==> src/rtl/vram_fill_dma.sv <==
// Purpose: CPU-programmed fill engine that writes VALUE into a range of video RAM cells across chram/fgcolram/bgcolram.
// Latency: busy the cycle after START; one plane write per granted cycle; done set one cycle after the final write.
// Backpressure: cpu_vram_req always wins the RAM port; the engine holds all state in any cycle it is denied.
//
// Ports:
//   clk_sys, reset                      - system clock, synchronous active-high reset
//   reg_cs/reg_addr/reg_wr/reg_din      - CPU register window (8 registers)
//   reg_dout                            - CPU read data, combinational from reg_addr
//   cpu_vram_req                        - CPU owns the video RAM this cycle
//   dma_we/dma_sel/dma_addr/dma_data    - engine write port (dma_sel one-hot: ch, fg, bg)
//   busy, done                          - transfer in progress, sticky completion flag
module vram_fill_dma #(
    parameter int ADDR_W = 11,
    parameter int LEN_W  = 12
) (
    input  logic              clk_sys,
    input  logic              reset,
    input  logic              reg_cs,
    input  logic [2:0]        reg_addr,
    input  logic              reg_wr,
    input  logic [7:0]        reg_din,
    output logic [7:0]        reg_dout,
    input  logic              cpu_vram_req,
    output logic              dma_we,
    output logic [2:0]        dma_sel,
    output logic [ADDR_W-1:0] dma_addr,
    output logic [7:0]        dma_data,
    output logic              busy,
    output logic              done
);

    typedef enum logic [1:0] {
        S_IDLE = 2'd0,
        S_RUN  = 2'd1,
        S_DONE = 2'd2
    } state_t;

    state_t state;

    // CPU-visible configuration registers
    logic [7:0] r_addr_lo;
    logic [2:0] r_addr_hi;
    logic [7:0] r_len_lo;
    logic [3:0] r_len_hi;
    logic [7:0] r_val;
    logic [2:0] r_mask;

    // Working copies owned by the engine during a transfer
    logic [ADDR_W-1:0] w_addr;
    logic [LEN_W-1:0]  w_len;
    logic [7:0]        w_val;
    logic [2:0]        w_mask;
    logic [2:0]        w_pend;   // planes still to write for the current cell
    logic              w_inc;

    logic [ADDR_W-1:0] cfg_addr;
    logic [LEN_W-1:0]  cfg_len;
    logic              reg_we;
    logic              ctrl_wr;
    logic              start_req;
    logic              abort_req;
    logic              clr_req;
    logic              cfg_we;
    logic              grant;
    logic [2:0]        cur_sel;
    logic [2:0]        pend_left;
    logic              cell_end;
    logic              last_write;

    assign cfg_addr = ADDR_W'({r_addr_hi, r_addr_lo});
    assign cfg_len  = LEN_W'({r_len_hi, r_len_lo});

    assign reg_we    = reg_cs & reg_wr;
    assign ctrl_wr   = reg_we & (reg_addr == 3'd6);
    // ABORT in the same write suppresses START
    assign start_req = ctrl_wr & reg_din[0] & ~reg_din[1];
    assign abort_req = ctrl_wr & reg_din[1];
    assign clr_req   = ctrl_wr & reg_din[2];
    assign cfg_we    = reg_we & (reg_addr <= 3'd5) & (state != S_RUN);

    assign busy = (state == S_RUN);

    // Lowest pending plane gives ch -> fg -> bg ordering within a cell
    assign cur_sel    = w_pend & (~w_pend + 3'd1);
    assign pend_left  = w_pend & ~cur_sel;
    assign cell_end   = (pend_left == 3'd0);
    assign last_write = cell_end & (w_len == LEN_W'(1));

    // Write strobe is combinational so CPU contention, ABORT and reset all
    // suppress the write in the very cycle they appear.
    assign grant    = (state == S_RUN) & ~cpu_vram_req & ~abort_req & ~reset;
    assign dma_we   = grant;
    assign dma_sel  = grant ? cur_sel : 3'd0;
    assign dma_addr = w_addr;
    assign dma_data = w_val;

    always_comb begin
        reg_dout = 8'h00;
        case (reg_addr)
            3'd0:    reg_dout = r_addr_lo;
            3'd1:    reg_dout = {5'b0, r_addr_hi};
            3'd2:    reg_dout = r_len_lo;
            3'd3:    reg_dout = {4'b0, r_len_hi};
            3'd4:    reg_dout = r_val;
            3'd5:    reg_dout = {5'b0, r_mask};
            3'd6:    reg_dout = {6'b0, done, busy};
            default: reg_dout = 8'h00;
        endcase
    end

    always_ff @(posedge clk_sys) begin
        if (reset) begin
            state     <= S_IDLE;
            done      <= 1'b0;
            r_addr_lo <= 8'h00;
            r_addr_hi <= 3'd0;
            r_len_lo  <= 8'h00;
            r_len_hi  <= 4'd0;
            r_val     <= 8'h00;
            r_mask    <= 3'd0;
            w_addr    <= '0;
            w_len     <= '0;
            w_val     <= 8'h00;
            w_mask    <= 3'd0;
            w_pend    <= 3'd0;
            w_inc     <= 1'b0;
        end else begin
            if (cfg_we) begin
                case (reg_addr)
                    3'd0:    r_addr_lo <= reg_din;
                    3'd1:    r_addr_hi <= reg_din[2:0];
                    3'd2:    r_len_lo  <= reg_din;
                    3'd3:    r_len_hi  <= reg_din[3:0];
                    3'd4:    r_val     <= reg_din;
                    3'd5:    r_mask    <= reg_din[2:0];
                    default: ;
                endcase
            end

            // Completion set takes priority over a coincident CLR_DONE
            if (state == S_DONE) begin
                done <= 1'b1;
            end else if (clr_req) begin
                done <= 1'b0;
            end

            case (state)
                S_IDLE, S_DONE: begin
                    if (start_req) begin
                        w_addr <= cfg_addr;
                        w_len  <= cfg_len;
                        w_val  <= r_val;
                        w_mask <= r_mask;
                        w_pend <= r_mask;
                        w_inc  <= reg_din[3];
                        state  <= ((cfg_len != '0) && (r_mask != 3'd0)) ? S_RUN : S_DONE;
                    end else begin
                        state <= S_IDLE;
                    end
                end
                S_RUN: begin
                    if (abort_req) begin
                        state <= S_IDLE;
                    end else if (grant) begin
                        if (cell_end) begin
                            w_addr <= w_addr + ADDR_W'(1);
                            w_len  <= w_len - LEN_W'(1);
                            w_pend <= w_mask;
                            if (w_inc) begin
                                w_val <= w_val + 8'd1;
                            end
                            if (last_write) begin
                                state <= S_DONE;
                            end
                        end else begin
                            w_pend <= pend_left;
                        end
                    end
                end
                default: state <= S_IDLE;
            endcase
        end
    end

endmodule
==> config.mk <==
export PLATFORM = sky130hd
export DESIGN_NAME = vram_fill_dma
export DESIGN_NICKNAME = d
export VERILOG_FILES = /design/src/rtl/vram_fill_dma.sv
export SDC_FILE = /design/constraint.sdc
export NUM_CORES = 1
export LEC_CHECK = 0
export BUFFER_PORTS_ARGS = -buffer_cell sky130_fd_sc_hd__buf_2
export CORE_UTILIZATION = 59
export CTS_CLUSTER_DIAMETER = 30
export DETAILED_ROUTE_END_ITERATION = 8
export GPL_TIMING_DRIVEN = 0
export PLACE_DENSITY = 0.8
export SLEW_MARGIN = 40
export SYNTH_ARGS = -nofsm -noshare
export SYNTH_HDL_FRONTEND = slang
export SYNTH_SLANG_ARGS = --single-unit
==> constraint.sdc <==
create_clock -name clk_sys -period 2.61 [get_ports clk_sys]
set_clock_uncertainty 0.15 [all_clocks]
set_input_delay 0.3915 -clock clk_sys [delete_from_list [all_inputs] [get_ports clk_sys]]
set_output_delay 0.3915 -clock clk_sys [all_outputs]
set_load 0.005 [all_outputs]
==> parameters.txt <==
Parameter                              Value

Status
  Run status    finished clean

Min path
  Hold Path Class    primary input to register
  Hold path cells    3

Cells and area
  Final Net Count    579
  Final cell utilization of the core    69.8%
  Final instance area    0.00479 mm^2
  Antenna diodes    0
  Fill cells    548
  Share of cells above drive strength 1    16.3%
  Area growth from synthesis to layout    13.3%

Floorplanning
  Initial standard-cell utilization of the core    61.6%
  Die width    86.7 um
  Top-Level Pins    49
  Std-Cell Core Area    0.00687 mm^2
  Number of core rows    30
  Die height    86.7 um
  Die Area    0.00752 mm^2

Pwr
  Clock power frac    39.9%
  Internal Pwr Total    1560 uW
  Part of the total power dissipated in sequential elements    53.4%
  Power per cell area    455 mW/mm^2
  Leakage dissipation    0.00181 uW
  Net switching power of the design    622 uW
  Share of power burned in combinational logic    6.8%
  Sw Share    28.5%
  IR drop worst, VDD    0.362 mV

Worst setup path
  Buffering stage count on the worst path with inverters included    5
  Slowest stage delay, CP    0.34 ns
  Critical path peak fanout    10
  Cell count of the worst reg-to-reg path    7
  Data arrival time of the critical path    1.98 ns
  Start point of the critical path    state[1]$_SDFFE_PP0P_
  R2R setup slack    0.17 ns
  Required @ worst endpoint    2.07 ns
  Most used cell, CP    buf_6
  Worst Setup Start Kind    register
  Critical-path cell with the highest stage delay    dfxtp_2
  CP Capture Type    output port
  Family with the most delay on the worst path    buffers and inverters
  Class of the most critical setup path    register to output port
  Critical path depth in cells    9
  Ordered list of cells on the worst path    nand2b_1 > buf_4 > inv_1 > buf_6 > buf_6 > mux2i_1 > o22ai_1 > a21o_1 > buf_2
  Worst flop-to-flop path startpoint    state[1]$_SDFFE_PP0P_
  Worst setup path endpoint    reg_dout[0]
  Destination of the worst register-to-register timing path    dma_addr[5]$_SDFFE_PP0P_

Timing
  Period minus WS final    2.52 ns
  Setup repair after global routing missed its margin    no
  Final Max Slew Viols    0
  Achievable clock frequency    0.397 GHz
  Normalized max-slew margin    51.1%
  Worst hold slack    0.158 ns
  Least-Margin Pin Slew    0.728 ns
  Final worst-path setup slack    0.0917 ns
  Number of hold violations in the final report    0
  Crit share post-route    96.5%
  Number of setup violations in the final report    0

Clocking
  Clock latency at the later pin of the worst-skew pair    0.37 ns
  TritonCTS clock tree    built
  Clock tree root driver cell    clkbuf_8
  Clock transition at path regs    0.09 ns
  Number of clock buffers inserted by TritonCTS    9
  Buffer count from post-CTS setup fixing    0
  Maximum root-to-sink buffer count    2
  CTS sink count    75
  H-tree levels    3

Global route
  Number of global-route vias before repair    4094
  Wire length of the first global-routing pass    21100 um
  Total routing resource utilization after global routing    37.1%
  Maximum number of pins on one net before global-route repair    16
  Antenna violations before repair    0
  Remaining global-route overflow    0

Placed design
  Count of buffers inserted at the top-level ports    45
  HPWL Detailed    9570 um
  Placement-stage cell area    0.00459 mm^2
  Global placer's final weighted congestion    0.996
  Setup slack at placement    -0.105 ns

Logic synthesis
  Number of instances in the synthesized netlist    503
  Number of different library cells in the post-synthesis netlist    62
  Top-area cell type share of the netlist area    35.5%
  Top cells by area in the synthesized netlist    dfxtp_1 (35%), mux2i_1 (11%), nor2_1 (6.8%)
  Post-synth EDFFs    0
  Top post-synthesis cells by count    nor2_1 (77), dfxtp_1 (75), mux2i_1 (46), nand2_1 (32), clkbuf_1 (31)
  Number of flip-flops and latches in the synthesized netlist    75
  Mapped Nets    523
  Sequential element share of the synthesized area    35.5%
  Ys flop type    dfxtp_1
  Area leader, netlist    dfxtp_1
  Avg Inst Size Synth    8.42 um^2
  Most used standard cell by instance count after synthesis    nor2_1
  Count of synthesis-stage warnings from yosys    0
  Area of the mapped netlist    0.00423 mm^2
  Share of synthesized flip-flops with an asynchronous set or reset    0%

Drt
  Detail-routed via count per cell    6.79
  Number of DRC markers in iteration 0    577
  Average routed wire per standard cell    20.3 um
  Total Wirelength    13400 um
  Total via count after detailed routing    4481
  DRC violation count after routing    0
  1st-pass router iterations    5
  ANT nets after route    0

Job
  Max capacitance violation total    0
==> stage by stage <==
step	TNS [ns]	instances	power, uW
floorplan	0	503	1280
global placement	-0.192	644	1330
detailed placement	-0.198	644	1330
CTS	0	660	2170
global route	0	660	2240
finish	0	660	2180
==> timing repair <==
| action | in CTS | in global routing |
|---|---|---|
| gates cloned | 0 | 0 |
| endpoints found under the hold margin | 0 | 0 |
| pin swaps | 0 | 0 |
| endpoints found under the setup margin | 3 | 9 |
| resized for setup | 4 | 8 |
| hold buffers | 0 | 0 |
==> power by group through the flow <==
stage,registers [uW],clock network (uW),logic (uW)
floorplan,1180,0,91.6
global placement,1190,0,141
detailed placement,1190,0,143
CTS,1160,864,144
global route,1160,915,159
finish,1160,870,148
==> cell usage in the layout, fill, tap and decap left out, types with 4 or more instances in the layout <==
master	instances
a22oi_1	6
and2_1	6
a21oi_1	29
a211oi_1	10
mux2_2	4
nand4_1	7
o31ai_1	16
nor3_1	11
inv_1	12
dfxtp_1	74
a32oi_1	5
clkbuf_1	28
nand2_1	32
nor2_1	77
o22ai_1	4
o311ai_0	14
nor3b_1	6
o31a_1	5
mux2i_1	46
nor4_2	5
buf_2	49
nand3_1	6
a31oi_1	7
and3_1	9
ha_1	4
nand2b_1	4
clkbuf_2	4
o32ai_1	9
a221oi_1	4
clkbuf_8	9
o21ai_0	6
==> routing by layer <==
| layer | vias to the layer above | track usage (%) | share of wire, % |
|---|---|---|---|
| met5 | - | 0 | 0 |
| met4 | 0 | 19.2 | 3.5 |
| met3 | 44 | 8.86 | 11 |
| met2 | 305 | 55.6 | 45 |
| met1 | 2118 | 49.6 | 40 |
| li1 | 2014 | - | - |
==> registers in the layout (all words and copies together) (netlist names) <==
| name | cells |
|---|---|
| w_len | 12 |
| dma_addr | 11 |
| dma_data | 8 |
| r_addr_lo | 8 |
| r_len_lo | 8 |
| r_val | 8 |
| r_len_hi | 4 |
| r_addr_hi | 3 |
| r_mask | 3 |
| w_mask | 3 |
| w_pend | 3 |
| state | 2 |
| done | 1 |
| w_inc | 1 |
==> worst reg2reg max path, cell delays in order, from the launching register on <==
cell      delay, ns
dfxtp_2        0.35
nand2b_1       0.10
buf_4          0.17
clkbuf_1       0.51
clkbuf_1       0.48
a21oi_1        0.08
o311ai_0       0.36
o31ai_1        0.13
==> layout make-up <==
type / instances / area, um^2 / share of cell area, %
inverters: 12 / 45.0 / 0.939
clock buffers: 9 / 124 / 2.58
repair buffers: 45 / 225 / 4.70
flip-flops and latches: 75 / 1500 / 31.3
multi-input cells: 373 / 2520 / 52.6
well taps: 96 / 120 / 2.51
plain buffers: 43 / 198 / 4.12
clock inverters: 7 / 58.8 / 1.23
==> cell families after synthesis <==
kind of cell / Yosys count / share of synthesized area [%]
simple gates: 181 / 21.3
compound gates: 137 / 24.5
flops: 75 / 35.5
buf+inv: 55 / 5.26
mux: 50 / 11.9
fa+ha+maj: 5 / 1.51
==> worst min-delay path by stage <==
stage,startpoint,to,slack [ns]
finish,reg_din[4],r_addr_lo[4]$_SDFFE_PP0P_,0.16
global route,reg_din[7],r_addr_lo[7]$_SDFFE_PP0P_,0.19
CTS,reg_din[4],r_addr_lo[4]$_SDFFE_PP0P_,0.16
detailed placement,dma_addr[10]$_SDFFE_PP0P_,dma_addr[10]$_SDFFE_PP0P_,0.32
global placement,dma_addr[10]$_SDFFE_PP0P_,dma_addr[10]$_SDFFE_PP0P_,0.31
floorplan,w_mask[0]$_SDFFE_PP0P_,w_mask[0]$_SDFFE_PP0P_,0.30
(Power assumes the default switching activity.)
